### src/rtl/vec_hazard_unit.sv
// Hazard control for the vector 5-stage pipe: forwarding, load-use, branch flush, multi-beat EX hold.
// Latency: all controls are combinational from inputs and FSM state; the beat FSM only sequences multi-beat ops.
// Backpressure: holds PC, IF/ID and ID/EX for ceil(VL/LANES)-1 cycles; VEC_HAZARD_PERF_CNT_EN adds stall/flush counters.
module vec_hazard_unit #(
    parameter int AW     = 4,
    parameter int NSRC   = 2,
    parameter int LANES  = 4,
    parameter int MAX_VL = 16,
    parameter int VLW    = $clog2(MAX_VL + 1)
) (
    input  logic                 clk,
    input  logic                 rst_n,
    input  logic [NSRC*AW-1:0]   ra_d,
    input  logic [NSRC-1:0]      src_valid_d,
    input  logic [NSRC*AW-1:0]   ra_e,
    input  logic [AW-1:0]        wa_e,
    input  logic [AW-1:0]        wa_m,
    input  logic [AW-1:0]        wa_w,
    input  logic                 memtoreg_e,
    input  logic                 regwrite_m,
    input  logic                 regwrite_w,
    input  logic                 vec_op_e,
    input  logic [VLW-1:0]       vl_e,
    input  logic                 branch_taken_e,
    output logic [2*NSRC-1:0]    forward_e,
    output logic                 stall_f,
    output logic                 stall_d,
    output logic                 stall_e,
    output logic                 flush_d,
    output logic                 flush_e,
    output logic                 flush_m,
    output logic                 ex_last
`ifdef VEC_HAZARD_PERF_CNT_EN
    ,
    output logic [31:0]          stall_cycles,
    output logic [31:0]          flush_count
`endif
);

    typedef enum logic {IDLE, BUSY} state_t;

    state_t          state, state_nxt;
    logic [VLW-1:0]  cnt, cnt_nxt;
    logic [VLW-1:0]  beats;
    logic [VLW:0]    vl_round;
    logic [VLW:0]    beats_full;
    logic            mc;
    logic            lu;

    always_comb begin
        forward_e = '0;
        for (int i = 0; i < NSRC; i++) begin
            if (regwrite_m && ra_e[i*AW +: AW] == wa_m && ra_e[i*AW +: AW] != '0)
                forward_e[2*i +: 2] = 2'b10;
            else if (regwrite_w && ra_e[i*AW +: AW] == wa_w && ra_e[i*AW +: AW] != '0)
                forward_e[2*i +: 2] = 2'b01;
        end
    end

    always_comb begin
        lu = 1'b0;
        for (int i = 0; i < NSRC; i++) begin
            if (src_valid_d[i] && ra_d[i*AW +: AW] == wa_e && ra_d[i*AW +: AW] != '0)
                lu = 1'b1;
        end
        lu = lu & memtoreg_e;
    end

    // Zero-length vectors still occupy EX for one beat.
    assign vl_round   = {1'b0, vl_e} + (VLW+1)'(LANES - 1);
    assign beats_full = vl_round / (VLW+1)'(LANES);
    assign beats      = (vl_e == '0) ? VLW'(1) : beats_full[VLW-1:0];

    always_ff @(posedge clk or negedge rst_n) begin
        if (!rst_n) begin
            state <= IDLE;
            cnt   <= '0;
        end else begin
            state <= state_nxt;
            cnt   <= cnt_nxt;
        end
    end

    always_comb begin
        state_nxt = state;
        cnt_nxt   = cnt;
        mc        = 1'b0;
        ex_last   = 1'b0;
        case (state)
            IDLE: begin
                if (vec_op_e) begin
                    if (beats > VLW'(1)) begin
                        cnt_nxt   = beats - VLW'(1);
                        state_nxt = BUSY;
                        mc        = 1'b1;
                    end else begin
                        ex_last = 1'b1;
                    end
                end
            end
            BUSY: begin
                if (cnt > VLW'(1)) begin
                    cnt_nxt = cnt - VLW'(1);
                    mc      = 1'b1;
                end else begin
                    cnt_nxt   = '0;
                    state_nxt = IDLE;
                    ex_last   = 1'b1;
                end
            end
            default: state_nxt = IDLE;
        endcase
        // An op caught by reset is abandoned at once, not drained.
        if (!rst_n) begin
            mc      = 1'b0;
            ex_last = 1'b0;
        end
    end

    always_comb begin
        stall_f = 1'b0;
        stall_d = 1'b0;
        stall_e = 1'b0;
        flush_d = 1'b0;
        flush_e = 1'b0;
        flush_m = 1'b0;
        if (mc) begin
            stall_f = 1'b1;
            stall_d = 1'b1;
            stall_e = 1'b1;
            flush_m = 1'b1;
        end else if (branch_taken_e) begin
            flush_d = 1'b1;
            flush_e = 1'b1;
        end else if (lu) begin
            stall_f = 1'b1;
            stall_d = 1'b1;
            flush_e = 1'b1;
        end
    end

`ifdef VEC_HAZARD_PERF_CNT_EN
    always_ff @(posedge clk or negedge rst_n) begin
        if (!rst_n) begin
            stall_cycles <= '0;
            flush_count  <= '0;
        end else begin
            if (stall_f && stall_cycles != '1)
                stall_cycles <= stall_cycles + 32'd1;
            if ((flush_e || flush_m) && flush_count != '1)
                flush_count <= flush_count + 32'd1;
        end
    end
`endif

endmodule

### config.mk
export PLATFORM = sky130hd
export DESIGN_NAME = vec_hazard_unit
export DESIGN_NICKNAME = d
export VERILOG_FILES = /design/src/rtl/vec_hazard_unit.sv
export SDC_FILE = /design/constraint.sdc
export NUM_CORES = 1
export LEC_CHECK = 0
export ABC_AREA = 1
export CAP_MARGIN = 30
export CORE_MARGIN = 5
export CORE_UTILIZATION = 27
export DETAILED_ROUTE_END_ITERATION = 8
export SYNTH_ARGS = -nofsm -noshare
export SYNTH_HDL_FRONTEND = slang
export SYNTH_SLANG_ARGS = --single-unit
### constraint.sdc
create_clock -name clk -period 1.85 [get_ports clk]
set_clock_uncertainty 0.05 [all_clocks]
set_input_delay 0.2775 -clock clk [delete_from_list [all_inputs] [get_ports clk]]
set_output_delay 0.2775 -clock clk [all_outputs]
set_load 0.05 [all_outputs]
Word-level counts from Yosys, hierarchy flattened
Cells that the tools add are included.

storage, ports and cells
  register bits after elaboration = 6
  bits of input ports = 42
  output and inout bits = 11
  word-level logic and storage cells = 64

operators by class
  add/sub/neg operators = 3
  order comparisons = 2
  equality and inequality tests = 8
  multiplexer cells = 29
  bitwise gates (word level) = 2
  reductions and logical operators = 18

operators with widths
  cell                                                                  count
  4-bit == test                                                         6
  1-bit two-way mux                                                     20
  4-bit nonzero test                                                    4
  5-bit two-way mux                                                     3
  1-bit logical AND                                                     12
  5-bit case mux with 2 select lines                                    1
  5-bit by 2-bit adder with 6-bit output, second input constant         1
  5-bit by 1-bit > comparator with 1-bit output, second input constant  1
  5-bit logical NOT                                                     1
  4-bit by 1-bit subtractor with 5-bit output, second input constant    1
  5-bit by 1-bit subtractor with 5-bit output, second input constant    1
  4-bit by 1-bit > comparator with 1-bit output, second input constant  1
  2-bit two-way mux                                                     2
  4-bit two-way mux                                                     1
  2-bit != test, second input constant                                  2
  1-bit case mux with 2 select lines                                    2
  2-bit AND reduction                                                   1
  1-bit bitwise AND                                                     1
  1-bit NOT                                                             1

Depth between registers and ports, before layout
  depth in word-level cells = 9
  depth in mapped cells = 12
  mapped depth without buffers = 12

Worst setup path before layout
No wires, ideal clock.

  kind = input to output
  start point = input port wa_m[1]
  end point = output port forward_e[2]
  data arrival time = 1940 ps
  required time = 1522 ps
  path slack = -418 ps
  stages on the path = 5
  buffers on the path = 0
  path through = inv_1 > nand2_1 > o21ai_1 > nor4_2 > nor2_1

between the ends
  cells in the longest elaborated chain, start to end = 4

ends and longest elaborated chain
  item                             line  RTL
  from (decl)                      17    input logic [AW-1:0] wa_m,
  4-bit == test                    53    if (regwrite_m && ra_e[i*AW +: AW] == wa_m && ra_e[i*AW +: AW] != '0)
  1-bit logical AND (2 in series)  53
  2-bit two-way mux                53
  to (decl)                        25    output logic [2*NSRC-1:0] forward_e,

No other way between the ends.

Worst setup path after layout
  start point = register cnt[0]
  end point = output port flush_e

between the ends
  cells in the longest elaborated chain, start to end = 5

ends and longest elaborated chain
  item                                           line  RTL
  from (decl)                                    43    logic [VLW-1:0] cnt, cnt_nxt;
  from (signal assigned)                         80    cnt <= cnt_nxt;
  5-bit by 1-bit > comparator with 1-bit output  102   if (cnt > VLW'(1)) begin
  1-bit two-way mux                              102
  1-bit case mux with 2 select lines             89    case (state)
  1-bit two-way mux                              114   if (!rst_n) begin
  1-bit two-way mux                              127   if (mc) begin
  to (decl)                                      30    output logic flush_e,

No other way between the ends.

==> impl_metrics.csv <==
group,metric,value,unit
run_status,status,"complete, but fails checks",
run_status,violations,"setup timing",
yosys,synthAdderAreaFrac,4.790,%
setup_path,cp_data_arrival_time,1540,ps
setup_path,endpoint_kind,"output pin",
clock_tree,cts.sinks,6,
yosys,muxShareOfSynthArea,0,%
sta,slew_headroom,82.62,%
setup_path,worstPathMaxFanout,4,
detailed_routing,wl_per_cell,10.87,um
sta,max_freq,536.0,MHz
layout,antennaDiodeCount,0,
clock_tree,clock_latency,220,ps
layout,regArea,151.4,um^2
setup_path,path_class,"reg -> out",
grt,grt_pass1_vias,1302,
sta,fin_crit_sh,100.9,%
placed_design,gp_congestion,0.8096,
yosys,yosysMostFrequentCell,"nand2_1",
sta,timing.final.ws_setup,-15.73,ps
yosys,yosysSeqAreaShare,14.37,%
setup_path,required,1520,ps
detailed_routing,drc_errors,0,
floorplan,initial_core_util,28.11,%
detailed_routing,drt_wl_total,3314,um
layout,fin_util,57.88,%
yosys,syn_nets,225,
floorplan,die_x,72.21,um
yosys,yosysTopAreaCellShare,20.12,%
min_path,hp-class,"in -> async",
layout,area_growth,105.9,%
grt,antenna_found_initial,0,
sta,hold-worst-slack,436.2,ps
floorplan,rows,22,
sta,setup_viol,1,
floorplan,die_h,72.21,um
yosys,yosys.area.top_type,"nand2_1",
sta,period_minus_slack,1866,ps
detailed_routing,num_vias,1338,
sta,rsz0062_at_grt,"yes",
clock_tree,cts_tree,"built",
yosys,yosysWarnings,0,
sta,slew_violations,0,
yosys,syn_area,0.001045,mm^2
yosys,synth_top_family_by_area,"simple AND/OR/NAND/NOR gates",
detailed_routing,drt.antenna.violating_nets,0,
yosys,synth_common_cells,"56 x nand2_1, 34 x inv_1, 14 x nand3_1, 13 x nor2_1",
grt,grt.total_usage,13.36,%
grt,overflow,0,
yosys,synthCells,179,
yosys,synthSimpleGateAreaFrac,46.47,%
layout,multi_input_area,899.6,um^2
yosys,async_flop_share,100.0,%
floorplan,dieArea,0.005214,mm^2
yosys,synth_area_per_cell,5.837,um^2
yosys,synth.distinct_cells,31,
sta,worstMarginPinSlew,259.8,ps
placed_design,postPlaceCellArea,0.001941,mm^2
layout,num-fill-cells,373,
detailed_routing,firstDrtPassIters,4,
sta,hold_viol_final,0,
grt,grt_pass1_wl,5630,um
setup_path,critPathLaunchType,"flip-flop",
clock_tree,clock-root-buffer,"clkbuf_8",
yosys,synth_seq_cells,6,
yosys,synth_compound_area_share,11.86,%
yosys,synth_xor_area_share,7.545,%
detailed_routing,viasPerCell,4.387,
flow_run,max_cap_viol_count,0,
floorplan,core_area,0.003716,mm^2
pwr,ir_worst_vdd,586.0,uV
clock_tree,clk_path_buf_depth,2,
placed_design,dpl.hpwl,2765,um
detailed_routing,dr.first_iter.drc_count,71,
yosys,synth_edf_count,0,
clock_tree,clk_pin_slew_worst_paths,40,ps
layout,final_cell_area,0.002151,mm^2
pwr,leakage,1.148,nW
yosys,synthFlopType,"dfrtp_1",
yosys,synth.area.top_cells,"nand2_1 20%, dfrtp_1 14%, inv_1 12%",
floorplan,num_io_pins,53,
layout,nets,305,
layout,layout-drive-gt1-share,36.19,%
clock_tree,numCtsBuffers,3,
clock_tree,htree_num_levels,1,
pwr,powerDensity,884.1,mW/mm^2
grt,grt_max_degree,7,
placed_design,port_buffers,52,
==> kinds of logic after synthesis <==
| family | count (synthesis) |
|---|---|
| AOI/OAI and AO/OA | 21 |
| xor gates and xnor gates | 9 |
| adders and majority gates | 4 |
| buffers and inverters | 39 |
| DFF | 6 |
| and+or+nand+nor | 100 |
==> power breakdown <==
part | internal (mW) | leakage (nW) | switching, mW
Sequential | 0.198 | 0.0716 | 0.0833
Clock | 0.140 | 0.0216 | 0.0569
Combinational | 0.719 | 1.05 | 0.705
==> metrics by stage <==
stage,power (mW),TNS (ps),instances,setup slack (ps)
CTS,1.829,-32.06,301,-11.05
finish,1.901,-15.73,305,-15.73
detailed placement,1.495,-5628,292,-542.3
global route,2.070,-447.9,305,-94.50
floorplan,1.025,-91.72,179,-33.95
global placement,1.489,-5100,292,-496.1
==> routing by layer <==
metal / vias to the layer above / part of all wire, % / global-route usage, %
met4: 0 / 0.33 / 2.296
met5: - / 0 / 0
met3: 2 / 7.9 / 2.909
li1: 721 / - / -
met2: 37 / 46 / 22.04
met1: 578 / 46 / 18.02
==> layout make-up <==
cell class / instances / area share, %
tap: 48 / 2.792
sequential: 6 / 7.039
inverter: 37 / 7.970
multi-input combinational: 134 / 41.83
timing repair buffer: 77 / 38.45
clock buffer: 3 / 1.920
==> layout by cell type (no fill, tap or decap), types with 4 or more instances in the layout <==
master / instances
buf_4: 25
inv_2: 11
dlymetal6s2s_1: 11
dlygate4sd2_1: 15
nor2_2: 4
nand3_2: 5
nand4_1: 5
nor2_1: 9
xor2_1: 5
inv_1: 21
dfrtp_1: 5
nand3_1: 10
o21ai_1: 6
nand2_2: 6
nand2_1: 50
clkdlybuf4s50_1: 10
buf_12: 12
==> flip-flops by register name (all words and copies together), names as in the netlist <==
name and count:
cnt 5, state 1
==> final timing paths <==
check                           cells past startpoint                  to  slack (ps)          startpoint
worst min-delay path                                2  cnt[3]$_DFFE_PN0P_         440               rst_n
worst max register to register                      9  cnt[0]$_DFFE_PN0P_         300  cnt[0]$_DFFE_PN0P_
worst min register to register                      2  cnt[4]$_DFFE_PN0P_         520  cnt[4]$_DFFE_PN0P_
max in group asynchronous                           2  cnt[2]$_DFFE_PN0P_        1190               rst_n
min in group clk                                    5  cnt[2]$_DFFE_PN0P_         470             vl_e[4]
worst max-delay path                                7             flush_e         -20  cnt[0]$_DFFE_PN0P_
==> critical path: stages, from the launching register on <==
cell      delay (ps)
dfrtp_1          400
ha_4             170
o21bai_4         170
nand3_2           90
nand4_4          160
nand2_4          120
nand2_2           70
buf_12           140
==> repair_timing <==
| action | in CTS | in global routing |
|---|---|---|
| hold endpoints to repair | 0 | 0 |
| buffers inserted | 7 | 4 |
| gates resized for setup | 54 | 32 |
| hold buffers | 0 | 0 |
| pin swaps | 17 | 15 |
| endpoints found under the setup margin | 16 | 11 |
Note: power is estimated with default switching activity, not from simulation.
